### src/rtl/alu_seq_ctrl.sv
// -----------------------------------------------------------------------------
// alu_seq_ctrl
//   Sequencer that drives an external combinational 5-bit ALU (add/subtract
//   only) to execute ADD, SUB, CMP and MUL commands. MUL runs as repeated
//   addition, one ALU pass per cycle. One command is in flight at a time;
//   the result is held in registered response outputs until it is consumed.
//
// Parameters
//   MUL_EN    1: opcode 11 multiplies; 0: opcode 11 executes as ADD.
//
// Ports
//   clk, rst                   clock (rising edge), async active-high reset
//   cmd_valid/cmd_ready        command handshake (ready only when idle)
//   cmd_op, cmd_a, cmd_b       opcode (00 ADD, 01 SUB, 10 CMP, 11 MUL), operands
//   alu_a, alu_b, alu_op       drive to the external ALU (op 0 add, 1 subtract)
//   alu_r, alu_cf/sf/zf        combinational ALU result and flags
//   rsp_valid/rsp_ready        response handshake
//   rsp_r, rsp_cf/sf/zf        registered result and flags
//   busy                       high whenever the sequencer is not idle
// -----------------------------------------------------------------------------
module alu_seq_ctrl #(
  parameter bit MUL_EN = 1'b1
) (
  input  logic       clk,
  input  logic       rst,
  input  logic       cmd_valid,
  output logic       cmd_ready,
  input  logic [1:0] cmd_op,
  input  logic [4:0] cmd_a,
  input  logic [4:0] cmd_b,
  output logic [4:0] alu_a,
  output logic [4:0] alu_b,
  output logic       alu_op,
  input  logic [4:0] alu_r,
  input  logic       alu_cf,
  input  logic       alu_sf,
  input  logic       alu_zf,
  output logic       rsp_valid,
  input  logic       rsp_ready,
  output logic [4:0] rsp_r,
  output logic       rsp_cf,
  output logic       rsp_sf,
  output logic       rsp_zf,
  output logic       busy
);

  localparam logic [1:0] OP_ADD = 2'b00;
  localparam logic [1:0] OP_SUB = 2'b01;
  localparam logic [1:0] OP_CMP = 2'b10;
  localparam logic [1:0] OP_MUL = 2'b11;

  typedef enum logic [1:0] {
    S_IDLE = 2'd0,
    S_EXEC = 2'd1,
    S_MUL  = 2'd2,
    S_DONE = 2'd3
  } state_t;

  state_t     state_reg, state_next;

  logic [1:0] op_reg;
  logic [4:0] a_reg;
  logic [4:0] b_reg;
  logic [4:0] acc_reg;
  logic [4:0] count_reg;
  logic       ovf_reg;
  logic [4:0] rsp_r_reg;
  logic       rsp_cf_reg;
  logic       rsp_sf_reg;
  logic       rsp_zf_reg;

  logic       handshake;
  logic       cmd_is_mul;
  logic       mul_skip;
  logic [4:0] mul_sum;
  logic       mul_ovf;

  // cmd_ready is gated by rst so nothing can be accepted while reset is held.
  assign cmd_ready  = (state_reg == S_IDLE) && !rst;
  assign handshake  = cmd_valid && cmd_ready;
  assign cmd_is_mul = MUL_EN && (cmd_op == OP_MUL);
  assign busy       = (state_reg != S_IDLE);
  assign rsp_valid  = (state_reg == S_DONE);

  assign rsp_r  = rsp_r_reg;
  assign rsp_cf = rsp_cf_reg;
  assign rsp_sf = rsp_sf_reg;
  assign rsp_zf = rsp_zf_reg;

  // A zero count on the MUL cycle means B was 0: no accumulation happens and
  // the (cleared) accumulator is returned as-is.
  assign mul_skip = (count_reg == 5'd0);
  assign mul_sum  = mul_skip ? acc_reg : alu_r;
  assign mul_ovf  = mul_skip ? ovf_reg : (ovf_reg | alu_cf);

  // State register
  always_ff @(posedge clk or posedge rst) begin
    if (rst) begin
      state_reg <= S_IDLE;
    end else begin
      state_reg <= state_next;
    end
  end

  // Next state and ALU drive
  always_comb begin
    state_next = state_reg;
    alu_a      = 5'd0;
    alu_b      = 5'd0;
    alu_op     = 1'b0;
    case (state_reg)
      S_IDLE: begin
        if (handshake) begin
          state_next = cmd_is_mul ? S_MUL : S_EXEC;
        end
      end
      S_EXEC: begin
        alu_a      = a_reg;
        alu_b      = b_reg;
        // Opcode 11 only reaches EXEC when multiplication is disabled; it adds.
        alu_op     = (op_reg == OP_SUB) || (op_reg == OP_CMP);
        state_next = S_DONE;
      end
      S_MUL: begin
        alu_a  = acc_reg;
        alu_b  = a_reg;
        alu_op = 1'b0;
        // Finish on the pass that takes count to zero, or immediately if B=0.
        if (count_reg <= 5'd1) begin
          state_next = S_DONE;
        end
      end
      S_DONE: begin
        if (rsp_ready) begin
          state_next = S_IDLE;
        end
      end
      default: state_next = S_IDLE;
    endcase
  end

  // Command latch, multiply datapath and response registers
  always_ff @(posedge clk or posedge rst) begin
    if (rst) begin
      op_reg     <= OP_ADD;
      a_reg      <= 5'd0;
      b_reg      <= 5'd0;
      acc_reg    <= 5'd0;
      count_reg  <= 5'd0;
      ovf_reg    <= 1'b0;
      rsp_r_reg  <= 5'd0;
      rsp_cf_reg <= 1'b0;
      rsp_sf_reg <= 1'b0;
      rsp_zf_reg <= 1'b0;
    end else begin
      case (state_reg)
        S_IDLE: begin
          if (handshake) begin
            op_reg    <= cmd_op;
            a_reg     <= cmd_a;
            b_reg     <= cmd_b;
            acc_reg   <= 5'd0;
            count_reg <= cmd_b;
            ovf_reg   <= 1'b0;
          end
        end
        S_EXEC: begin
          // CMP reports A unchanged but keeps the A-B flags.
          rsp_r_reg  <= (op_reg == OP_CMP) ? a_reg : alu_r;
          rsp_cf_reg <= alu_cf;
          rsp_sf_reg <= alu_sf;
          rsp_zf_reg <= alu_zf;
        end
        S_MUL: begin
          if (!mul_skip) begin
            acc_reg   <= alu_r;
            count_reg <= count_reg - 5'd1;
            ovf_reg   <= ovf_reg | alu_cf;
          end
          if (count_reg <= 5'd1) begin
            rsp_r_reg  <= mul_sum;
            rsp_cf_reg <= mul_ovf;
            rsp_sf_reg <= mul_sum[4];
            rsp_zf_reg <= (mul_sum == 5'd0);
          end
        end
        default: begin
        end
      endcase
    end
  end

endmodule

### config.mk
export PLATFORM = sky130hd
export DESIGN_NAME = alu_seq_ctrl
export DESIGN_NICKNAME = d
export VERILOG_FILES = /design/src/rtl/alu_seq_ctrl.sv
export SDC_FILE = /design/constraint.sdc
export NUM_CORES = 1
export LEC_CHECK = 0
export ABC_CLOCK_PERIOD_IN_PS = 2550
export BUFFER_PORTS_ARGS = -buffer_cell sky130_fd_sc_hd__buf_2
export CELL_PAD_IN_SITES_DETAIL_PLACEMENT = 0
export CELL_PAD_IN_SITES_GLOBAL_PLACEMENT = 2
export CORE_AREA = 2 2 73 92
export CTS_CLUSTER_SIZE = 8
export DETAILED_ROUTE_END_ITERATION = 10
export DIE_AREA = 0 0 75 94
export PLACE_DENSITY = 0.83
export SLEW_MARGIN = 30
export SYNTH_ARGS = -nofsm -noshare
export SYNTH_HDL_FRONTEND = slang
export SYNTH_SLANG_ARGS = --single-unit
### constraint.sdc
create_clock -name clk -period 2.55 [get_ports clk]
set_input_delay 0.51 -clock clk [delete_from_list [all_inputs] [get_ports clk]]
set_output_delay 0.51 -clock clk [all_outputs]
set_load 0.05 [all_outputs]
==> Yosys cells after proc, flatten, opt, wreduce, memory -nomap -nowiden <==
Index checks and enable logic that the tools add are counted.
{ "word_totals": {"reg_bits": 33, "in_bits": 24, "out_inout_bits": 22} }
{ "op_classes": {"n_reduce_logical": 15, "n_addsub": 1, "n_bitwise": 1, "mux": 26, "magnitude_cmp": 1, "n_eq_ne": 10} }
{ "ops": {"columns": ["operator", "count"], "rows": [
  ["$pmux W5 S2", 5],
  ["$mux W5", 6],
  ["$logic_not A5 Y1", 2],
  ["$eq A2 B2 Y1 const B", 4],
  ["$mux W2", 4],
  ["$pmux W1 S2", 4],
  ["$pmux W2 S4", 1],
  ["$mux W1", 6],
  ["$ne A2 B2 Y1 const B", 3],
  ["$reduce_and A2 Y1", 3],
  ["$reduce_and A3 Y1", 2],
  ["$reduce_bool A2 Y1", 3],
  ["$le A5 B1 Y1 const B", 1],
  ["$sub A5 B1 Y5 const B", 1],
  ["$eq A2 B1 Y1 const B", 2],
  ["$logic_and A1 B1 Y1", 2],
  ["$logic_not A2 Y1", 1],
  ["$ne A2 B1 Y1 const B", 1],
  ["$logic_not A1 Y1", 1],
  ["$logic_or A1 B1 Y1", 1],
  ["$or A1 B1 Y1", 1]
]} }

==> Depth between registers and ports, before layout <==
{ "logic_depth": {"depth_word": 5, "depth_mapped": 7, "ltp_nobuf": 6} }

==> Least setup slack after synthesis <==
Ideal clock, no wire load.
{ "synth_path": {"path_type": "register to output", "startpoint": "register state_reg[0]", "endpoint": "output alu_a[4]", "required_ps": 2040, "setup_slack_ps": -16, "arrival_time_ps": 2056, "path_stages_with_launch": 7, "path_cell_list": "dfrtp_1 -> inv_1 -> ha_1 -> clkbuf_1 -> clkbuf_1 -> a22oi_1 -> nor2_1"} }
{ "synth_between": {"elab_chain_cells": 2, "word_cells_on_any_way": 3} }
{ "synth_lines": {"columns": ["element", "line", "source"], "rows": [
  ["start: declaration", "59", "state_t state_reg, state_next;"],
  ["start signal: assignment", "101", "state_reg <= state_next;"],
  ["$eq A2 B2 Y1 or $eq A2 B1 Y1 (tied branches)", "111", "case (state_reg)"],
  ["$pmux W5 S2 *", "111", null],
  ["end: declaration", "31", "output logic [4:0] alu_a,"]
]} }
Mark *: on every way between the ends. The rest lies on a longest branch, timed or not.

==> Worst setup path in the final report <==
{ "layout_path": {"startpoint": "register state_reg[0]", "endpoint": "output alu_b[0]"} }
{ "layout_between": {"elab_chain_cells": 2, "word_cells_on_any_way": 3} }
{ "layout_lines": {"columns": ["element", "line", "source"], "rows": [
  ["$eq A2 B2 Y1 or $eq A2 B1 Y1 (tied branches)", "111", null],
  ["$pmux W5 S2 *", "111", null],
  ["end: declaration", "32", "output logic [4:0] alu_b,"]
]} }
Marks and branches as above.

==> impl_metrics.tcl <==
set metrics [dict create \
    status "complete, no violations" \
    netlist_area_um2 1920 \
    r2r_start "state_reg[0]" \
    leakagePower_nw 1.09 \
    synth.avg_cell_area_um2 9.72 \
    timing_hold_violations_final 0 \
    tns_ps 0 \
    cts_resized 0 \
    cp-startpoint "state_reg[0]" \
    ys_ff_latch 33 \
    worst_skew_pair.late_latency_ps 280 \
    n_antenna_cell 0 \
    drt-total-wl_mm 4.98 \
    nets 277 \
    critical_path.top_delay_family "buffers and inverters" \
    routed-via-count 1667 \
    slew_viol_final 0 \
    postCtsSetupRepairBufs 0 \
    power-per-cell-area_nw_per_um2 1560 \
    netlist_top_cells_area "dfrtp_1 (43%), mux2_2 (10%), ha_1 (5.2%)" \
    path_max_fanout 12 \
    maxCapViolations 0 \
    fp.coreArea_um2 6130 \
    drt.antenna.violating_nets 0 \
    r2r-end "rsp_r[4]" \
    ir_drop_worst_vdd_mv 0.371 \
    clk_transition_reported_paths_ps 70 \
    layout_commonest_cell "buf_2" \
    postCtsHoldBufs 0 \
    synth.yosys.warnings 0 \
    cpMaxStageDelayCell "inv_1" \
    final.min_clock_period_ps 2350 \
    post_synth_cell_types 35 \
    num_io_pins 46 \
    die-area_um2 7050 \
    clock-skew-final_ps 7.25 \
    synth_top_cell_area_share 0.431 \
    placement_rows 32 \
    fin_util 0.390 \
    rr_worst_depth 7 \
    start_util 0.313 \
    htree_levels 2 \
    grt_use_total 0.153 \
    fin_total_pwr_mw 3.73 \
    die_x_um 75 \
    report.final.setup_viol 0 \
    wl_per_cell_um 15.0 \
    timing_worst_setup_path_type "register to primary output" \
    detailedRoute.firstPassIterationCount 4 \
    reg2reg_slack_ps 560 \
    cp-end-kind "primary output" \
    grt_start_max_net_pins 34 \
    final_design_area_no_fill_um2 2390 \
    startpoint_type "register" \
    layout-drive-gt1-share 0.370 \
    placedCellCount 323 \
    grt_pass1_vias 1668 \
    clock_sinks 33 \
    fin_crit_sh 0.922 \
    drcViolationCount 0 \
    grt_setup_unrepaired "no" \
    crit_path_most_repeated_cell "inv_1" \
    critPathMaxStageDelay_ps 430 \
    area_growth_syn_to_layout_pct 24.6 \
    cts_tree "built" \
    crit_path_cell_trace "inv_1 -> ha_1 -> inv_1 -> nor2_1 -> buf_2" \
    fmax_mhz 425 \
    numPortBuffers 45 \
    most-common-layout-cells "buf_2 (45), dfrtp_1 (33), mux2_2 (17), nand2_1 (16), a22oi_1 (13)" \
    yosysSeqAreaShare 0.431 \
    max_slew.worst_pin.slew_ps 556 \
    synth_nets 229 \
    dp_hpwl_mm 3.78 \
    drt-vias-per-instance 5.04 \
    drtIter0Drc 99 \
    clock-root-buffer "clkbuf_8" \
    crit_required_ps 2040 \
    hold_path.class "primary input to async pin" \
    number_of_antenna_violations_at_the_first_check_in_global_routing 0 \
    post_synth_inst_count 197 \
    timing.critical_path.arrival_ps 1840 \
    relative_max_transition_margin 0.629 \
    layoutNonFillerInstCount 331 \
    global_route.overflow_total 0 \
    place_congestion 0.796 \
    chipHeight_um 94 \
    number_of_buffers_inserted_during_clock_tree_synthesis 5 \
    cts_max_path_buffers 2 \
    global_route_wire_length_before_repair_mm 8.22 \
    synth_top_cell_by_area "dfrtp_1" \
    cp_num_buf_inv 3 \
    placed_cell_area_um2 2280 \
]
-- cell type report --
cell class	count	area, um2
flip-flops and latches	33	826
well taps	85	106
repair buffers	54	293
inverters	9	33.8
clock buffers	7	96.3
multi-input cells	142	1030
clock inverters	1	5.00
fillers	648	3740
-- routing by layer --
layer | share of wire | up-vias | track usage | wire length [um]
met5 | 0 | - | 0 | 0
met4 | 0.012 | 0 | 0.0432 | 59
met3 | 0.046 | 10 | 0.0322 | 231
met2 | 0.52 | 43 | 0.258 | 2570
met1 | 0.43 | 796 | 0.192 | 2120
li1 | - | 818 | - | -
-- worst register-to-register path: cells and delay by family, from the launching register on --
family / cells / cell delay (ps)
buf+inv: 3 / 590
fa+ha+maj: 1 / 270
compound gates: 2 / 280
simple gates: 1 / 360
flops: 1 / 370
-- where the power goes --
part | internal [mW] | total, mW | switching [mW]
clock network | 0.244 | 0.434 | 0.190
registers | 0.795 | 1.04 | 0.240
logic | 0.789 | 2.26 | 1.47
total | 1.83 | 3.73 | 1.90
-- cells by family (layout without fill, tap and decap cells) --
kind of cell	after synthesis	in the layout	share of synthesized area
buf+inv	22	71	0.0451
flops	33	33	0.431
compound gates	53	53	0.190
xor+xnor	1	1	0.00457
mux	21	21	0.121
fa+ha+maj	8	8	0.0523
simple gates	59	59	0.156
-- cells in the mapped netlist --
cell / number
a2111o_1: 1
nor3_1: 4
o21ai_0: 10
o31ai_1: 1
nor3b_1: 4
nand3_1: 8
o221ai_1: 1
ha_1: 8
buf_1: 2
xnor2_1: 1
nor2b_1: 2
a21oi_1: 7
mux2_2: 17
or4_1: 1
nor4b_4: 1
buf_2: 3
nand2b_1: 4
and2_1: 1
a221o_1: 1
o311ai_0: 1
nand2_1: 16
o211ai_1: 9
inv_1: 9
nor2_1: 16
a31o_2: 2
a31oi_1: 4
mux2i_1: 4
dfrtp_1: 33
or3_1: 1
a22oi_1: 13
a21o_1: 1
a32oi_1: 1
nand3b_1: 1
clkbuf_1: 8
a311oi_1: 1
-- worst max path at each step --
| stage | slack (ps) | endpoint | cells past startpoint |
|---|---|---|---|
| 6_report | 200 | alu_b[0] | 5 |
| 5_1_grt | 40 | alu_b[0] | 5 |
| 4_1_cts | 160 | alu_b[0] | 5 |
| 3_5_place_dp | 480 | alu_b[0] | 5 |
| 3_3_place_gp | 510 | alu_b[0] | 5 |
| 2_1_floorplan | 20 | alu_b[0] | 6 |
-- per-stage QoR --
stage                     setup WS (ps)  hold WS (ps)
final                               199           333
after detailed placement            477           463
after CTS                           160           341
after global routing               36.9           384
after global placement              510           454
after floorplan                    17.7           479
Power figures use the tool's default switching activity.
